### src/rtl/score_digits_pkg.sv
// Shared types and helpers for the score digit driver.
package score_digits_pkg;

  typedef enum logic [1:0] {
    IDLE    = 2'd0,
    CONVERT = 2'd1,
    PENDING = 2'd2
  } state_t;

  typedef logic [3:0] nibble_t;

  localparam int BCD_DIGITS = 4;
  typedef nibble_t [BCD_DIGITS-1:0] bcd_t;

  // Largest value representable with n decimal digits.
  function automatic int unsigned MAX_DECIMAL(input int n);
    int unsigned r;
    r = 1;
    for (int i = 0; i < n; i++) r = r * 10;
    return r - 1;
  endfunction

endpackage

### src/rtl/bin2bcd_seq.sv
// Sequential double-dabble: one input bit per cycle after start, done marks the final step.
module bin2bcd_seq
  import score_digits_pkg::*;
#(
  parameter int VALUE_W    = 14,
  parameter int NUM_DIGITS = 4
) (
  input  logic                       clk,
  input  logic                       reset,
  input  logic                       start,
  input  logic [VALUE_W-1:0]         value,
  output logic                       done,
  output nibble_t [NUM_DIGITS-1:0]   bcd
);
  localparam int CNT_W = $clog2(VALUE_W + 1);

  logic [VALUE_W-1:0]       shift_q, shift_d;
  nibble_t [NUM_DIGITS-1:0] bcd_q, bcd_d, adj;
  logic [CNT_W-1:0]         cnt_q, cnt_d;

  always_comb begin
    for (int i = 0; i < NUM_DIGITS; i++)
      adj[i] = (bcd_q[i] >= 4'd5) ? bcd_q[i] + 4'd3 : bcd_q[i];
  end

  always_comb begin
    shift_d = shift_q;
    bcd_d   = bcd_q;
    cnt_d   = cnt_q;
    if (start) begin
      shift_d = value;
      bcd_d   = '0;
      cnt_d   = CNT_W'(VALUE_W);
    end else if (cnt_q != '0) begin
      {bcd_d, shift_d} = {adj, shift_q} << 1;
      cnt_d            = cnt_q - 1'b1;
    end
  end

  always_ff @(posedge clk or posedge reset) begin
    if (reset) begin
      shift_q <= '0;
      bcd_q   <= '0;
      cnt_q   <= '0;
    end else begin
      shift_q <= shift_d;
      bcd_q   <= bcd_d;
      cnt_q   <= cnt_d;
    end
  end

  assign done = (cnt_q == CNT_W'(1));
  assign bcd  = bcd_q;

endmodule

### src/rtl/score_digits_driver.sv
// Score-to-glyph driver: BCD conversion, frame-synchronous display update, pixel mapping.
// Optional LEADING_ZERO_BLANK_EN suppresses leading zero digits.
module score_digits_driver
  import score_digits_pkg::*;
#(
  parameter int          NUM_DIGITS  = 4,
  parameter int          VALUE_W     = 14,
  parameter int          DIGIT_W     = 16,
  parameter int          DIGIT_H     = 32,
  parameter int          DIGIT_PITCH = 32,
  parameter logic [10:0] TOP_LEFT_X  = 11'd20,
  parameter logic [10:0] TOP_LEFT_Y  = 11'd20
) (
  input  logic               clk,
  input  logic               reset,
  input  logic [10:0]        pixelX,
  input  logic [10:0]        pixelY,
  input  logic               startOfFrame,
  input  logic [VALUE_W-1:0] value,
  input  logic               load,
  output logic               busy,
  output logic               overflow,
  output logic               InsideRectangle,
  output logic [10:0]        offsetX,
  output logic [10:0]        offsetY,
  output logic [7:0]         digit
);
  localparam int          PITCH_LG = $clog2(DIGIT_PITCH);
  localparam logic [10:0] SPAN     = 11'(NUM_DIGITS * DIGIT_PITCH);

  state_t                   state_q, state_d;
  logic                     ovf_q, ovf_d;
  nibble_t [NUM_DIGITS-1:0] disp_q, disp_d;
  nibble_t [NUM_DIGITS-1:0] result;
  logic                     conv_start, conv_done;

  bin2bcd_seq #(.VALUE_W(VALUE_W), .NUM_DIGITS(NUM_DIGITS)) u_bin2bcd (
    .clk   (clk),
    .reset (reset),
    .start (conv_start),
    .value (value),
    .done  (conv_done),
    .bcd   (result)
  );

  always_comb begin
    state_d    = state_q;
    ovf_d      = ovf_q;
    disp_d     = disp_q;
    conv_start = 1'b0;
    case (state_q)
      IDLE: if (load) begin
        conv_start = 1'b1;
        ovf_d      = 32'(value) > MAX_DECIMAL(NUM_DIGITS);
        state_d    = CONVERT;
      end
      CONVERT: if (conv_done) state_d = PENDING;
      PENDING: if (startOfFrame) begin
        for (int i = 0; i < NUM_DIGITS; i++) disp_d[i] = ovf_q ? 4'd9 : result[i];
        state_d = IDLE;
      end
      default: state_d = IDLE;
    endcase
  end

  assign busy     = (state_q != IDLE);
  assign overflow = ovf_q;

  logic [10:0] rel_x, rel_y, idx, col;
  logic        valid, ins_d;
  nibble_t     sel;
  logic [10:0] ox_d, oy_d;
  logic [7:0]  dig_d;

  always_comb begin
    rel_x = pixelX - TOP_LEFT_X;
    rel_y = pixelY - TOP_LEFT_Y;
    valid = (pixelX >= TOP_LEFT_X) && (pixelY >= TOP_LEFT_Y) &&
            (rel_y < 11'(DIGIT_H)) && (rel_x < SPAN);
    idx   = rel_x >> PITCH_LG;
    col   = rel_x & 11'(DIGIT_PITCH - 1);
  end

  // Display is stored LSD at index 0; screen index 0 is the leftmost (MSD).
  always_comb begin
    sel = '0;
    for (int i = 0; i < NUM_DIGITS; i++)
      if (idx == 11'(i)) sel = disp_q[NUM_DIGITS-1-i];
  end

`ifdef LEADING_ZERO_BLANK_EN
  logic blank, lz;
  always_comb begin
    blank = 1'b0;
    lz    = 1'b1;
    for (int i = 0; i < NUM_DIGITS; i++) begin
      lz = lz && (disp_q[NUM_DIGITS-1-i] == 4'd0);
      if (idx == 11'(i)) blank = lz && (i != NUM_DIGITS - 1);
    end
  end
  assign ins_d = valid && (col < 11'(DIGIT_W)) && !blank;
`else
  assign ins_d = valid && (col < 11'(DIGIT_W));
`endif

  always_comb begin
    ox_d  = ins_d ? col : '0;
    oy_d  = ins_d ? rel_y : '0;
    dig_d = ins_d ? {4'b0, sel} : '0;
  end

  always_ff @(posedge clk or posedge reset) begin
    if (reset) begin
      state_q         <= IDLE;
      ovf_q           <= 1'b0;
      disp_q          <= '0;
      InsideRectangle <= 1'b0;
      offsetX         <= '0;
      offsetY         <= '0;
      digit           <= '0;
    end else begin
      state_q         <= state_d;
      ovf_q           <= ovf_d;
      disp_q          <= disp_d;
      InsideRectangle <= ins_d;
      offsetX         <= ox_d;
      offsetY         <= oy_d;
      digit           <= dig_d;
    end
  end

endmodule
### config.mk
export PLATFORM = sky130hd
export DESIGN_NAME = score_digits_driver
export DESIGN_NICKNAME = d
export VERILOG_FILES = /design/src/rtl/score_digits_pkg.sv /design/src/rtl/bin2bcd_seq.sv /design/src/rtl/score_digits_driver.sv
export SDC_FILE = /design/constraint.sdc
export NUM_CORES = 1
export LEC_CHECK = 0
export ABC_AREA = 1
export BUFFER_PORTS_ARGS = -buffer_cell sky130_fd_sc_hd__buf_2
export CAP_MARGIN = 10
export CORE_ASPECT_RATIO = 0.75
export CORE_MARGIN = 3
export CORE_UTILIZATION = 53
export DETAILED_ROUTE_END_ITERATION = 16
export GPL_TIMING_DRIVEN = 0
export HOLD_SLACK_MARGIN = 0.08
export PLACE_DENSITY = 0.77
export SYNTH_ARGS = -nofsm -noshare
export SYNTH_HDL_FRONTEND = slang
export SYNTH_SLANG_ARGS = --single-unit
### constraint.sdc
create_clock -name clk -period 3.4 [get_ports clk]
set_input_delay 0.68 -clock clk [delete_from_list [all_inputs] [get_ports clk]]
set_output_delay 0.68 -clock clk [all_outputs]
set_load 0.1 [all_outputs]
==> metrics.md, run 1 <==
| Metric | Value |
|---|---|
| Synth area leaders | dfrtp_1 (49%), nand2_1 (8.1%), nor2_1 (5.9%) |
| R2R cell count | 6 |
| R2R Path Start | state_q[0]$_DFFE_PP0P_ |
| GPL Wtd Cong | 0.779 |
| Area grow syn2layout | 19.1% |
| Routed len/inst | approximately 13 um |
| Drt pass-1 iters | 4 |
| CP Launch Type | primary input |
| Synth cell types | 35 |
| CTS tree | done |
| Rel. slew slack | 40.7% |
| Final HPWL from detailed placement | 6.21 mm |
| Hold Path Stages | 1 |
| Synth Cell Area | between 0.003 and 0.004 mm2 |
| Fin. Hold Viols | 0 |
| Die width | about 100 um |
| Buffers on Ports | 62 |
| Slew Limit Fails | 0 |
| Total track usage | roughly 23% |
| Max Clock Skew | 13.3 ps |
| Synthesized area per cell | 8.28 um2 |
| Cts-stage hold buffer count | 0 |
| Antenna violations before repair | 0 |
| Final setup vio count | 0 |
| Total routed wirelength | 8.46 mm |
| Worst-path clk slew | 70 ps |
| Total power | 0.00348 W |
| Status | complete, no violations |
| DRC | 0 |
| RSZ-0062 raised after global routing | no |
| Worst vdd ir | 0.382 mV |
| Nets | 599 |
| #FFs+latches synth | 74 |
| Crit path time final | 2050 ps |
| CP endpoint kind | flip-flop |
| # diodes | 0 |
| Initial core utilization | 57.2% |
| Core Area | 0.00660 mm2 |
| Tcrit/Tclk final | 60.3% |
| YS warnings | 0 |
| Worst Path Max Fanout | 10 |
| Iter 0 DRT Violations | between 150 and 200 |
| Worst skew pair latency | 360 ps |
| Leak | 2.39 nW |
| Register area share after synthesis | 49.0% |
| Power Density | 773 mW/mm2 |
| Leading area contributor after synthesis | dfrtp_1 |
| Vias per Instance | 5.15 |
| Data required, critical path | approximately 3700 ps |
| Yosys top cell area share | 49.0% |
| Max_cap viols | 0 |
| Worst min-delay path category | flip-flop to flip-flop |
| Remaining Overflow, GRT | 0 |
| R2R setup slack | approximately 1600 ps |
| # IOs | 73 |
| Proportion of layout cells with a drive suffix above 1 | 19.5% |
| First-pass GRT wire length | 14.4 mm |
| Longest Clk Path Bufs | 2 |
| Worst path arrival time | between 2000 and 2500 ps |
| Chip height | 79.1 um |
| Setup TNS | 0 ps |
| Worst-Margin Slew | between 800 and 900 ps |
| Die footprint | 0.00819 mm2 |
| FP Rows | 25 |
| Vias in the first global route | between 3,000 and 4,000 |
| Setup Fix Bufs, Post-CTS | 0 |
| CTS sink cnt | 74 |
| Post-CTS Resized | 0 |
| HP Start | disp_q[7]$_DFFE_PP0P_ |
| Worst hold path endpoint | disp_q[7]$_DFFE_PP0P_ |
| Reg2reg end | disp_q[3]$_DFFE_PP0P_ |
| Gate Count Post-Synth | 456 |
| Root Buffer | clkbuf_8 |
| H-tree levels | 3 |
| Fmax | 488 MHz |
| Crit path kind | primary input to flip-flop |
| TritonCTS buffer count | 9 |
| ANT nets after route | 0 |
| Largest net degree at the start of global routing | 75 |
| DR vias | 3,312 |
==> sequential cells by signal, summed over array words and instances, names as in the netlist <==
register	cells
disp_q	16
u_bin2bcd.bcd	16
u_bin2bcd.shift_q	14
offsetY	11
offsetX	5
digit	4
u_bin2bcd.cnt_q	4
state_q	2
InsideRectangle	1
overflow	1
==> synthesized netlist by cell type (all sizes together) <==
| cell type | instances |
|---|---|
| nand2 | 84 |
| dfrtp | 74 |
| inv | 62 |
| nor2 | 62 |
| nand3 | 39 |
| o21ai | 37 |
| o22ai | 21 |
| buf | 16 |
| ha | 14 |
| a21oi | 7 |
| o21a | 7 |
| xor2 | 6 |
| clkbuf | 4 |
| nand4 | 4 |
| o32ai | 3 |
| or2 | 3 |
| a31oi | 2 |
| o211ai | 2 |
| o31ai | 2 |
| a211oi | 1 |
| a22oi | 1 |
| conb | 1 |
| nand3b | 1 |
| nor2b | 1 |
| nor3 | 1 |
| nor4 | 1 |
==> cells by family after synthesis <==
logic type | count (synthesis) | share of synthesized area, %
flip-flops | 74 | 49.0
AND/OR/NAND/NOR | 196 | 22.5
XOR/XNOR | 6 | 1.39
other | 1 | 0.0993
buffers and inverters | 82 | 9.37
adder cells (fa/ha/maj) | 14 | 4.64
AO/OA/AOI/OAI | 83 | 13.0
==> report_power, final <==
group / internal, W / switching, W
sequential: 0.00118 / 0.000180
clock: 0.000484 / 0.000322
combinational: 0.000427 / 0.000882
total: 0.00210 / 0.00138
==> layer usage <==
layer  track usage (%)  vias up  wire (um)
li1                  -     1643          -
met1              32.4     1565       4080
met2              34.0       91       3790
met3              5.71       13        492
met4              6.34        0        104
met5                 0        -          0
==> worst max-delay path: stages <==
cell and delay (ps):
buf_2 110, inv_1 70, ha_1 170, inv_1 40
nand2_1 120, nand2_1 120, inv_2 90, nand2_1 50
nand2_1 70, nand2_2 80, nor2_8 160, buf_4 200
nand3_1 90, nand2_1 110, nor2_1 50, nor2_1 110
==> layout by cell type (no fill, tap or decap), types with 2 or more instances in the layout <==
master	instances
ha_1	14
a31oi_1	2
nand2_1	82
dfrtp_1	74
nand3_1	38
nand4_1	4
clkbuf_8	9
inv_1	56
nor2_1	59
a21oi_1	7
o21a_1	7
or2_2	3
bufinv_16	3
buf_2	66
o211ai_1	2
o22ai_1	21
clkbuf_1	5
inv_2	5
buf_4	11
nand2_2	2
xor2_1	6
o32ai_1	3
o31ai_1	2
o21ai_0	36
conb_1	17
==> worst max path at each step <==
stage,cells after the start,endpoint,slack (ps),start
2_1_floorplan,1,InsideRectangle$_DFF_PP0_,840,reset
5_1_grt,16,digit[1]$_DFF_PP0_,1200,pixelX[3]
3_5_place_dp,16,digit[1]$_DFF_PP0_,1010,pixelX[3]
3_3_place_gp,2,u_bin2bcd.cnt_q[1]$_DFFE_PP0P_,-40,reset
4_1_cts,16,digit[1]$_DFF_PP0_,1360,pixelX[3]
6_report,16,digit[1]$_DFF_PP0_,1350,pixelX[3]
==> area by class of cell <==
class | count | area (um2)
inverter | 62 | 235
fill | 557 | 2100
sequential | 74 | 1850
multi-input combinational | 316 | 1630
tap | 94 | 118
clock inverter | 5 | 104
timing repair buffer | 62 | 310
buffer | 20 | 121
clock buffer | 10 | 128
==> metrics by stage <==
| stage | util, % | instance area, um2 | hold WS [ps] | std cells | setup WS, ps |
|---|---|---|---|---|---|
| after global routing | 68.2 | 4500 | 480 | 643 | 1200 |
| after CTS | 68.2 | 4500 | 481 | 643 | 1360 |
| after floorplan | - | 3840 | 453 | 472 | 838 |
| after global placement | 64.6 | 4270 | 477 | 628 | -37.7 |
| final | 68.2 | 4500 | 491 | 643 | 1350 |
| after detailed placement | 64.7 | 4270 | 481 | 628 | 1010 |
(Power assumes the default switching activity.)
==> inputs of run 2 (changes only) <==
==> constraint.sdc (replaced) <==
create_clock -name clk -period 1.9 [get_ports clk]
set_input_delay 0.38 -clock clk [delete_from_list [all_inputs] [get_ports clk]]
set_output_delay 0.38 -clock clk [all_outputs]
set_load 0.1 [all_outputs]
==> run 2 against run 1 <==
Clock power grew 50%; worst hold slack lost 300 ps; clock skew shrank 6.3 ps; power grew 73%; non-clock buffer count grew 1; critical endpoint is now u_bin2bcd.shift_q[2]$_DFFE_PP0P_; largest cell class unchanged; die area is the same; global-route usage shrank 0.75 points; critical path depth shrank 7; highest routed layer unchanged; critical path type is now flip-flop to flip-flop; final cell count grew 0.31%; sequential share of layout area grew 0.057 points; count of clock-buffer cells in the layout is the same; first-iteration DRC count grew 1.5%.
==> metrics.md, run 2 (synthesis results as in run 1) <==
| Metric | Value |
|---|---|
| Final setup vio count | 0 (unchanged) |
| Vias in the first global route | 3,155 (+0.90%) |
| CTS tree | done |
| Vias per Instance | 5.16 (+0.20%) |
| Largest net degree at the start of global routing | 41 (-45%) |
| Core Area | 0.00660 mm2 (unchanged) |
| PnR worst setup slack | 135 ps (-1220 ps) |
| Worst Path Buf+Inv | 3 (-2) |
| Post-route cell area | 0.00449 mm2 (-0.14%) |
| Worst vdd ir | 0.726 mV (+90%) |
| Area grow syn2layout | 18.9% |
| Hold Path Stages | 2 (+1) |
| DR vias | 3,329 (+0.51%) |
| Worst path arrival time | 2050 ps (-280 ps) |
| R2R Path Start | u_bin2bcd.cnt_q[0]$_DFFE_PP0P_ |
| Worst min-delay path category | primary input to flip-flop |
| Slew Limit Fails | 0 (unchanged) |
| Most common cell after layout, fill and taps aside | nand2_1 |
| Crit path time final | around 1800 ps |
| ANT nets after route | 0 (unchanged) |
| # IOs | 73 (unchanged) |
| Rel. slew slack | 40.3% (-0.42 points) |
| Layout fillers | 559 (+0.36%) |
| Nets | 600 (+0.17%) |
| Drt pass-1 iters | 5 (+1) |
| Worst hold path endpoint | offsetY[2]$_DFF_PP0_ |
| TritonCTS buffer count | 9 (unchanged) |
| Remaining Overflow, GRT | 0 (unchanged) |
| Max_cap viols | 0 (unchanged) |
| Worst-path clk slew | 80 ps (about the same) |
| DRC | 0 (unchanged) |
| Buffers on Ports | 62 (unchanged) |
| Proportion of layout cells with a drive suffix above 1 | 20.5% (+1.0 points) |
| GPL Wtd Cong | 0.787 (+1.1%) |
| Longest Clk Path Bufs | 2 (unchanged) |
| Setup TNS | 0 ps (unchanged) |
| HP Start | pixelY[2] |
| Worst skew pair latency | 350 ps (about the same) |
| Worst-Margin Slew | 894 ps (+4.41 ps) |
| CP cell instances | inv_1 > ha_1 > inv_1 > nor2_1 > nand2_1 > nand2_1 > buf_2 > o22ai_1 > nor2_1 |
| Routed len/inst | 13.2 um (+0.11%) |
| CP Launch Type | flip-flop |
| Root Buffer | clkbuf_8 |
| Fin. Hold Viols | 0 (unchanged) |
| Status | complete, no violations |
| H-tree levels | 3 (unchanged) |
| CP endpoint kind | flip-flop |
| CTS sink cnt | 74 (unchanged) |
| Die width | 103 um (unchanged) |
| Total track usage | 21.8% (-0.75 points) |
| Chip height | 79.1 um (unchanged) |
| Iter 0 DRT Violations | 202 (+1.5%) |
| Data required, critical path | 2190 ps (-1490 ps) |
| Max Clock Skew | 6.95 ps (-6.33 ps) |
| # diodes | 0 (unchanged) |
| Total routed wirelength | 8.50 mm (+0.43%) |
| Power Density | 1340 mW/mm2 (+73%) |
| Post-layout util | 68.1% (-0.095 points) |
| Fmax | 566 MHz |
| First-pass GRT wire length | 14.0 mm (-3.2%) |
| Die footprint | 0.00819 mm2 (unchanged) |
| WHS | 195 ps (-296 ps) |
| Leak | 2.37 nW (-0.76%) |
| R2R cell count | 9 (+3) |
| Crit path kind | flip-flop to flip-flop |
| Final HPWL from detailed placement | 6.43 mm (+3.6%) |
| R2R setup slack | 130 ps (-1430 ps) |
| DP Worst Slack | -198 ps (-1200 ps) |
| RSZ-0062 raised after global routing | yes |
| Setup Fix Bufs, Post-CTS | 0 (unchanged) |
| Worst Path Max Fanout | 10 (unchanged) |
| Reg2reg end | u_bin2bcd.shift_q[2]$_DFFE_PP0P_ |
| Most frequent cells in the layout | nand2_1 (81), dfrtp_1 (74), buf_2 (66) |
| Tcrit/Tclk final | approximately 93% |
| FP Rows | 25 (unchanged) |
| Cell family with most CP delay | simple AND/OR/NAND/NOR gates |
| Post-placement cell area | 0.00429 mm2 (+0.50%) |
| Antenna violations before repair | 0 (unchanged) |
| Initial core utilization | 57.2% (unchanged) |
| Crit-path slowest cell | dfrtp_1 |
| Critical path's largest stage delay | 430 ps (+230 ps) |
## run 2: routing by layer
| metal | vias up | routed length, um | global-route usage, % |
|---|---|---|---|
| met4 | 0 | 46 | 5.43 |
| met3 | 5 | 597 | 6.58 |
| met2 | 112 | 3870 | 31.9 |
| met5 | - | 0 | 0 |
| met1 | 1571 | 3980 | 31.8 |
| li1 | 1641 | - | - |
## run 2: layout make-up
type	instances	area, um2	share of cell area (%)
sequential	74	1850	41.2
multi-input combinational	316	1640	36.4
timing repair buffer	63	330	7.35
inverter	62	236	5.26
clock buffer	10	128	2.84
buffer	20	126	2.81
tap	94	118	2.62
clock inverter	6	66.3	1.48
## run 2: timing repair
action	in CTS	in global routing
hold buffers	0	0
endpoints found under the setup margin	0	27
gates resized for setup	0	6
## run 2: metrics by stage
| stage | power [W] | std cells |
|---|---|---|
| CTS | 0.00602 | 645 |
| global route | 0.00651 | 645 |
| detailed placement | 0.00480 | 629 |
| floorplan | 0.00420 | 472 |
| finish | 0.00603 | 645 |
| global placement | 0.00465 | 628 |
## run 2: how the worst max path moves through the flow
| stage | slack (ps) | end | cells past startpoint | start |
|---|---|---|---|---|
| 2_1_floorplan | 210 | disp_q[1]$_DFFE_PP0P_ | 4 | overflow$_DFFE_PP0P_ |
| 3_3_place_gp | -110 | offsetY[3]$_DFF_PP0_ | 15 | pixelX[3] |
| 3_5_place_dp | -200 | digit[2]$_DFF_PP0_ | 16 | pixelX[3] |
| 4_1_cts | 40 | disp_q[0]$_DFFE_PP0P_ | 6 | state_q[0]$_DFFE_PP0P_ |
| 5_1_grt | -10 | u_bin2bcd.shift_q[2]$_DFFE_PP0P_ | 9 | u_bin2bcd.cnt_q[1]$_DFFE_PP0P_ |
| 6_report | 130 | u_bin2bcd.shift_q[2]$_DFFE_PP0P_ | 9 | u_bin2bcd.cnt_q[0]$_DFFE_PP0P_ |
## run 2: power breakdown
group          switching (W)  internal [W]  leakage [nW]
Combinational        0.00159      0.000774          1.36
Sequential          0.000330       0.00212         0.918
Clock               0.000603      0.000608        0.0889
